[src/rtl/irq_priority_ctrl.sv]
// -----------------------------------------------------------------------------
// irq_priority_ctrl
//
// Purpose:
//   Interrupt priority controller. It collects per-source pending flags, picks
//   one candidate, raises a registered request with the handler vector, and
//   tracks the request/service handshake with the CPU (ack / reti). While a
//   handler runs, no new request is raised (no nesting).
//
// Build option:
//   IRQ_ROUND_ROBIN_EN - when defined, arbitration is round-robin. The search
//                        starts at a pointer that moves to (k+1) mod NUM_SRC
//                        whenever source k is acknowledged. When undefined, the
//                        lowest-index candidate always wins and no pointer
//                        exists.
//
// Parameters:
//   NUM_SRC        number of interrupt sources (1..16)
//   I_ADDR_WIDTH   width of the handler vector
//   VECTOR_BASE    vector of source 0
//   VECTOR_STRIDE  vector spacing between consecutive sources
//
// Ports:
//   clk         in   clock, all state changes on the rising edge
//   reset       in   asynchronous active-low reset
//   src_flag    in   per-source pending flags (bit i = source i)
//   src_mask    in   per-source enables (1 = unmasked)
//   global_en   in   global interrupt enable (SREG I bit)
//   ack         in   one-cycle pulse, CPU takes the request
//   reti        in   one-cycle pulse, handler returns
//   irq         out  registered interrupt request
//   vector      out  registered handler address
//   flag_clr    out  one-hot, one-cycle pulse clearing the acknowledged flag
//   in_service  out  high while a handler executes
//   active_id   out  index of the selected or serviced source
// -----------------------------------------------------------------------------
module irq_priority_ctrl #(
   parameter int NUM_SRC       = 8,
   parameter int I_ADDR_WIDTH  = 10,
   parameter int VECTOR_BASE   = 1,
   parameter int VECTOR_STRIDE = 1
) (
   input  logic                    clk,
   input  logic                    reset,
   input  logic [NUM_SRC-1:0]      src_flag,
   input  logic [NUM_SRC-1:0]      src_mask,
   input  logic                    global_en,
   input  logic                    ack,
   input  logic                    reti,
   output logic                    irq,
   output logic [I_ADDR_WIDTH-1:0] vector,
   output logic [NUM_SRC-1:0]      flag_clr,
   output logic                    in_service,
   output logic [3:0]              active_id
);

   // ------------------------------------------------------------------------
   // State encoding
   // ------------------------------------------------------------------------
   localparam logic [1:0] ST_IDLE    = 2'd0;
   localparam logic [1:0] ST_REQUEST = 2'd1;
   localparam logic [1:0] ST_SERVICE = 2'd2;

   // ------------------------------------------------------------------------
   // Registers and their next values
   // ------------------------------------------------------------------------
   logic [1:0]              state_reg,      state_next;
   logic                    irq_reg,        irq_next;
   logic [I_ADDR_WIDTH-1:0] vector_reg,     vector_next;
   logic [NUM_SRC-1:0]      flag_clr_reg,   flag_clr_next;
   logic                    in_service_reg, in_service_next;
   logic [3:0]              active_id_reg,  active_id_next;

   // ------------------------------------------------------------------------
   // Candidate set, vector table, one-hot of the current source
   // ------------------------------------------------------------------------
   logic [NUM_SRC-1:0]      cand;
   logic                    any_cand;
   logic [I_ADDR_WIDTH-1:0] vec_table [NUM_SRC];
   logic [NUM_SRC-1:0]      active_onehot;

   assign cand     = src_flag & src_mask & {NUM_SRC{global_en}};
   assign any_cand = |cand;

   genvar gi;
   generate
      for (gi = 0; gi < NUM_SRC; gi++) begin : g_src
         // Vectors are elaboration-time constants; the cast truncates to the
         // vector width, which gives the required wrap-around.
         localparam int VEC_INT = VECTOR_BASE + gi * VECTOR_STRIDE;
         assign vec_table[gi]     = I_ADDR_WIDTH'(VEC_INT);
         // flag_clr is taken from the registered source id, so a winner change
         // on the ack edge cannot redirect the clear to a different source.
         assign active_onehot[gi] = (active_id_reg == 4'(gi));
      end
   endgenerate

   // ------------------------------------------------------------------------
   // Arbitration
   // ------------------------------------------------------------------------
   logic [3:0] win_idx;

`ifdef IRQ_ROUND_ROBIN_EN
   logic [3:0]         ptr_reg, ptr_next;
   logic [NUM_SRC-1:0] cand_rot;
   logic [3:0]         win_off;

   // Rotate the candidate set so that bit 0 is the source at the pointer;
   // the lowest set bit of the rotated vector is then the round-robin winner.
   always_comb begin
      cand_rot = cand;
      for (int j = 0; j < NUM_SRC; j++) begin
         if (ptr_reg == 4'(j)) begin
            cand_rot = NUM_SRC'({cand, cand} >> j);
         end
      end
   end

   always_comb begin
      win_off = '0;
      for (int i = NUM_SRC - 1; i >= 0; i--) begin
         if (cand_rot[i]) begin
            win_off = 4'(i);
         end
      end
   end

   // Map the offset back to a source index, wrapping at NUM_SRC.
   always_comb begin
      if (({1'b0, ptr_reg} + {1'b0, win_off}) >= 5'(NUM_SRC)) begin
         win_idx = ptr_reg + win_off - 4'(NUM_SRC);
      end else begin
         win_idx = ptr_reg + win_off;
      end
   end
`else
   // Fixed priority: scan downward so the lowest-index candidate is the last
   // assignment and therefore wins.
   always_comb begin
      win_idx = '0;
      for (int i = NUM_SRC - 1; i >= 0; i--) begin
         if (cand[i]) begin
            win_idx = 4'(i);
         end
      end
   end
`endif

   // Vector lookup for the current winner.
   logic [I_ADDR_WIDTH-1:0] win_vec;

   always_comb begin
      win_vec = '0;
      for (int i = 0; i < NUM_SRC; i++) begin
         if (win_idx == 4'(i)) begin
            win_vec = vec_table[i];
         end
      end
   end

   // ------------------------------------------------------------------------
   // Next-state logic
   // ------------------------------------------------------------------------
   always_comb begin
      state_next      = state_reg;
      irq_next        = irq_reg;
      vector_next     = vector_reg;
      active_id_next  = active_id_reg;
      in_service_next = in_service_reg;
      flag_clr_next   = '0;      // pulse lasts exactly one cycle

      case (state_reg)
         ST_IDLE: begin
            if (any_cand) begin
               state_next     = ST_REQUEST;
               irq_next       = 1'b1;
               vector_next    = win_vec;
               active_id_next = win_idx;
            end else begin
               // No candidate: drop the request, vector and id hold.
               irq_next = 1'b0;
            end
         end

         ST_REQUEST: begin
            if (ack) begin
               // The CPU took the request that was on the outputs before this
               // edge, so everything is frozen from the registered values.
               state_next      = ST_SERVICE;
               irq_next        = 1'b0;
               in_service_next = 1'b1;
               flag_clr_next   = active_onehot;
            end else if (any_cand) begin
               // Re-arbitrate every cycle so a higher-priority arrival
               // replaces the pending one before the CPU takes it.
               irq_next       = 1'b1;
               vector_next    = win_vec;
               active_id_next = win_idx;
            end else begin
               // Request withdrawn (global_en fell or flag cleared).
               state_next = ST_IDLE;
               irq_next   = 1'b0;
            end
         end

         ST_SERVICE: begin
            // No nesting: candidates stay pending until the handler returns.
            irq_next = 1'b0;
            if (reti) begin
               state_next      = ST_IDLE;
               in_service_next = 1'b0;
            end
         end

         default: begin
            state_next      = ST_IDLE;
            irq_next        = 1'b0;
            in_service_next = 1'b0;
         end
      endcase
   end

`ifdef IRQ_ROUND_ROBIN_EN
   // The pointer moves past the acknowledged source so it becomes the
   // lowest priority for the next arbitration.
   always_comb begin
      ptr_next = ptr_reg;
      if ((state_reg == ST_REQUEST) && ack) begin
         if (active_id_reg == 4'(NUM_SRC - 1)) begin
            ptr_next = '0;
         end else begin
            ptr_next = active_id_reg + 4'd1;
         end
      end
   end

   always_ff @(posedge clk or negedge reset) begin
      if (!reset) begin
         ptr_reg <= '0;
      end else begin
         ptr_reg <= ptr_next;
      end
   end
`endif

   // ------------------------------------------------------------------------
   // State registers
   // ------------------------------------------------------------------------
   always_ff @(posedge clk or negedge reset) begin
      if (!reset) begin
         state_reg      <= ST_IDLE;
         irq_reg        <= 1'b0;
         vector_reg     <= '0;
         flag_clr_reg   <= '0;
         in_service_reg <= 1'b0;
         active_id_reg  <= '0;
      end else begin
         state_reg      <= state_next;
         irq_reg        <= irq_next;
         vector_reg     <= vector_next;
         flag_clr_reg   <= flag_clr_next;
         in_service_reg <= in_service_next;
         active_id_reg  <= active_id_next;
      end
   end

   // ------------------------------------------------------------------------
   // Outputs
   // ------------------------------------------------------------------------
   assign irq        = irq_reg;
   assign vector     = vector_reg;
   assign flag_clr   = flag_clr_reg;
   assign in_service = in_service_reg;
   assign active_id  = active_id_reg;

endmodule

[config.mk]
export PLATFORM = sky130hd
export DESIGN_NAME = irq_priority_ctrl
export DESIGN_NICKNAME = d
export VERILOG_FILES = /design/src/rtl/irq_priority_ctrl.sv
export SDC_FILE = /design/constraint.sdc
export NUM_CORES = 1
export LEC_CHECK = 0
export CORE_UTILIZATION = 44
export DETAILED_ROUTE_END_ITERATION = 12
export PLACE_DENSITY = 0.84
export SKIP_LAST_GASP = 1
export SYNTH_ARGS = -nofsm -noshare
export SYNTH_HDL_FRONTEND = slang
export SYNTH_SLANG_ARGS = --single-unit
export TNS_END_PERCENT = 30
[constraint.sdc]
create_clock -name clk -period 3.2 [get_ports clk]
set_input_delay 0.64 -clock clk [delete_from_list [all_inputs] [get_ports clk]]
set_output_delay 0.64 -clock clk [all_outputs]
set_load 0.01 [all_outputs]
# Yosys cells after proc, flatten, opt, wreduce, memory -nomap -nowiden
# Index checks and enable logic that the tools add are counted.
# classes
n_eq_ne	21
muxes	35
bitwise_logic	3
n_reduce_logical	8
# op_table
op	n
$mux 10	9
$eq 4x3->1 const B	8
$mux 4	8
$pmux 10 s2	1
$and 8x8->8	2
$eq 4x2->1 const B	4
$mux 8	2
$eq 4x1->1 const B	2
$logic_not 4->1	2
$mux 2	4
$ne 2x2->1 const B	4
$pmux 4 s2	1
$reduce_or 8->1	1
$mux 3	2
$pmux 2 s3	1
$reduce_and 3->1	2
$mux 1	5
$ne 3x3->1 const B	1
$pmux 1 s3	1
$eq 2x1->1 const B	1
$eq 2x2->1 const B	1
$logic_not 2->1	1
$pmux 1 s2	1
$reduce_and 2->1	1
other kinds (2)	2
# word_totals
ff_bits	26
inputBits	21
output_inout_bits	24

# Longest topological paths before layout
# logic_depth
ltp_word	22
ltp_mapped	9
mapped_depth_nobuf	9

# Worst setup path after synthesis
# No wires, ideal clock.
# synth_timing
kind	input port to flip-flop
startpoint	input port src_flag[6]
endpoint	register vector_reg[2], in the netlist vector[2]
arrival_time_ps	2238
t_required_ps	3077
setup_slack_ps	840
path_stages	9
path_buffers	0
cell_sequence	nand2_1 -> a32o_1 -> a221oi_1 -> nor2_1 -> ha_1 -> or3_1 -> o2111a_1 -> mux2i_1 -> o2bb2ai_1
# synth_via
elab_chain_len	19
# synth_rtl
element	line	text
start, declared	45	input logic [NUM_SRC-1:0] src_flag,
$and 8x8->8 (*) (2 in series)	82	assign cand = src_flag & src_mask & {NUM_SRC{global_en}};
$mux 3 (*)	142	if (cand[i]) begin
$mux 4 (*) (6 in series)	142	
named net win_idx[0]	101	logic [3:0] win_idx;
$eq 4x2->1	155	if (win_idx == 4'(i)) begin
$mux 10 (5 in series)	155	
$mux 10 (*)	155	
$mux 10 (*)	174, 193	
$mux 10	186	if (ack) begin
$pmux 10 s2 (*)	172	case (state_reg)
end signal, assigned	260	vector_reg <= vector_next;
end, declared	69	logic [I_ADDR_WIDTH-1:0] vector_reg, vector_next;
# Mark *: on every way through the listed nets, which the timed path passes. The rest lies on a longest branch. The select of a mux whose other input is x is not followed.
# A chain may end at the register's enable or synchronous reset.

# Final worst setup path
# Ends and elaborated chain as after synthesis.

==> key figures <==
Clocking
  – H-tree depth: 1
  – Setup Buffers After CTS: 0
  – Hold-fix buffers, CTS: 0
  – CTS Buf Count: 3
  – Clock slew at reported path FFs: approximately 0.090 ns
  – CTS tree: done
  – Post-CTS resize count: 0
  – CTS max path bufs: 2
  – Root Buffer: clkbuf_4
  – Clock Latency Late Sink: around 0.29 ns
  – Sink Count: 19

Logic synthesis
  – Share of the synthesized area in the top cell type: around 48%
  – Synth warn: 0
  – Post-synthesis sequential area ratio: roughly 48%
  – Synth top area cells: dfrtp_1 (48%), buf_4 (5.3%), ha_1 (5.0%)
  – Number of distinct library cells after synthesis: 34
  – Yosys top cell by area: dfrtp_1
  – Post-synth ARST share: 100.0%
  – Post-synth design cell area: around 990 um^2
  – Syn Area/Cell: approximately 11 um^2
  – Post-synth EDFFs: 0
  – Top FF cell, synth: dfrtp_1
  – Seq cells post-synth: 19
  – Cells after synthesis: between 90 and 100

STA
  – Final setup fails: 0
  – Tcrit/Tclk final: between 80% and 90%
  – Final hold vios: 0
  – Worst Setup Slack, final: between 0.4 and 0.5 ns
  – Worst Clk Skew: approximately 0.0050 ns
  – Fmax: ~0.36 GHz
  – Slew HR: approximately 48%
  – Slew Viols, Final: 0
  – Tightest Pin Transition: just under 0.8 ns
  – TNS Setup: 0 ns
  – Unrepaired setup endpoints after global routing: false
  – Min Clock Period, post-route: ~2.8 ns

Power and ir drop
  – VDD IR max: between 0.0002 and 0.00025 V
  – Pleak: approximately 0.00062 uW
  – Combinational group share of total power: between 30% and 40%
  – Int Power: 434.0 uW
  – Pwr per Cell Area: between 400 and 500 mW/mm^2
  – Sw Pwr: between 150 and 200 uW
  – Clk network pwr share: a little under a fifth
  – Flop pwr share: between 40% and 50%
  – Sw frac: 28.92%

Worst setup path
  – Crit start category: primary input
  – Slowest cell delay on critical path: about 0.50 ns
  – Crit path kind: primary input to flip-flop
  – CP max stage cell: a221oi_1
  – Reg2reg end: vector[1]$_DFFE_PN0P_
  – Crit end category: flip-flop
  – R2r startpoint: state_reg[0]$_DFFE_PN0P_
  – CP Max Fanout: 4
  – Critical path arrival: 2.95 ns
  – Crit path buf inv count: 1
  – Worst R2R Setup Slack: roughly 1.7 ns
  – Cell family contributing the most delay on the critical path: compound AO/OA/AOI/OAI gates
  – Worst endpoint required time: ~3.4 ns
  – R2R depth: 5
  – Cells along the critical path: clkdlybuf4s50_1 > nand2_1 > a32o_1 > a221oi_1 > nor2_1 > ha_1 > or3_1 > o2111a_1 > mux2i_1 > o2bb2ai_1

Finish
  – Most common cell after layout, fill and taps aside: clkdlybuf4s50_1
  – Non-Filler Instances: approximately 160
  – Layout Nets: between 150 and 200
  – Layout fillers: 180
  – Most frequent cells in the layout: clkdlybuf4s50_1 (37), dfrtp_1 (19), nand2_1 (10), nor2_1 (10), conb_1 (7)
  – Synth-to-Final Area Change: 39.34%
  – Fraction of layout cells with a size suffix above 1: 7.634%
  – Antenna cell count: 0
  – Max reg flops: 8

Die
  – Die area: roughly 0.0024 mm^2
  – Die Width: slightly below 50 um
  – Core area: 0.002042 mm^2
  – Initial core utilization: approximately half
  – Rows: 16
  – Io pins: 45
  – Die Span Y: 49.49 um

Global routing
  – Antenna violations before repair: 0
  – First-pass GRT wire length: between 3 and 4 mm
  – Remaining Overflow, GRT: 0
  – Largest net degree at the start of global routing: 20
  – Global router's overall resource usage: ~16%
  – Vias in the first global route: between 700 and 800

Placement
  – Post-Place Worst Slack: roughly 0.13 ns
  – Post-DP HPWL: 1.470 mm
  – DP Cell Count: between 150 and 200
  – Routability cong.: 0.8013
  – PortBufs: 37

Route
  – DR iter-0 viols: 7
  – First-pass iteration count of the detailed router: 4
  – ANT nets after route: 0
  – Vias/cell: approximately 5.0
  – Routed WL: roughly 1.7 mm
  – Routed vias: 791
  – Wire per inst: between 10 and 15 um
  – DRC viols: 0

Hold path
  – WHS Endpoint: vector[2]$_DFFE_PN0P_
  – Cell count of the worst hold path: 1
  – Hold_sp: vector[2]$_DFFE_PN0P_
  – Hold WC Path Type: flip-flop to flip-flop

Outcome
  – Status: finished, final reports clean

Flow run
  – Max cap viols: 0
[cells in the mapped netlist, types with 2 or more instances]
| library cell | number |
|---|---|
| nand2_1 | 10 |
| inv_1 | 3 |
| a22o_1 | 3 |
| buf_4 | 7 |
| nor3_1 | 2 |
| dfrtp_1 | 19 |
| nor2_1 | 10 |
| or3_1 | 2 |
| nand2b_1 | 3 |
| a32o_1 | 2 |
| mux2_4 | 2 |
| ha_1 | 4 |
| o21ai_0 | 4 |
[cell type report]
cell class	count	area [um^2]	share of cell area (%)
Sequential cell	19	475.5	34.39
Multi-Input combinational cell	67	457.9	33.12
Timing Repair Buffer	37	370.4	26.79
Tap cell	27	33.78	2.443
Clock buffer	3	22.52	1.629
Inverter	4	17.52	1.267
Clock inverter	1	5.005	0.3620
[kinds of logic after synthesis]
| family | Yosys count | synth area share, % |
|---|---|---|
| other | 1 | 0.3779 |
| buffers and inverters | 12 | 8.197 |
| DFF | 19 | 47.92 |
| adders and majority gates | 4 | 5.044 |
| muxes | 3 | 4.035 |
| AOI/OAI and AO/OA | 22 | 20.18 |
| and+or+nand+nor | 31 | 14.25 |
[metal layers]
metal,share of wire [%],GRT usage [%]
met1,38,18.65
met2,53,29.91
met3,8.3,4.012
met4,0,5.714
met5,0,0
[power groups by stage]
stage          Sequential (uW)  Combinational (uW)  Clock [uW]
6_report                   298                 200         113
5_1_grt                    305                 219         133
4_1_cts                    299                 203         118
3_5_place_dp               303                 203           0
3_3_place_gp               302                 198           0
2_1_floorplan              314                92.3           0
[worst max-delay path by stage]
stage,slack (ns),from,endpoint,cells after the start
after global placement,0.23,src_flag[6],vector[2]$_DFFE_PN0P_,10
after detailed placement,0.13,src_flag[6],vector[2]$_DFFE_PN0P_,10
final,0.43,src_flag[6],vector[2]$_DFFE_PN0P_,10
after CTS,0.46,src_flag[6],vector[2]$_DFFE_PN0P_,10
after global routing,0.30,src_flag[6],vector[2]$_DFFE_PN0P_,10
after floorplan,0.84,src_flag[6],vector[2]$_DFFE_PN0P_,9
[per-stage QoR]
stage | util [%] | hold WS (ns) | total power, uW | area [um^2]
finish | 67.71 | 0.5010 | 610.6 | 1383
global route | 67.71 | 0.5408 | 656.3 | 1383
CTS | 67.71 | 0.5089 | 619.7 | 1383
detailed placement | 66.36 | 0.4816 | 505.9 | 1355
global placement | 66.36 | 0.4777 | 500.2 | 1355
floorplan | - | 0.3444 | 405.9 | 1015
(Power assumes the default switching activity.)
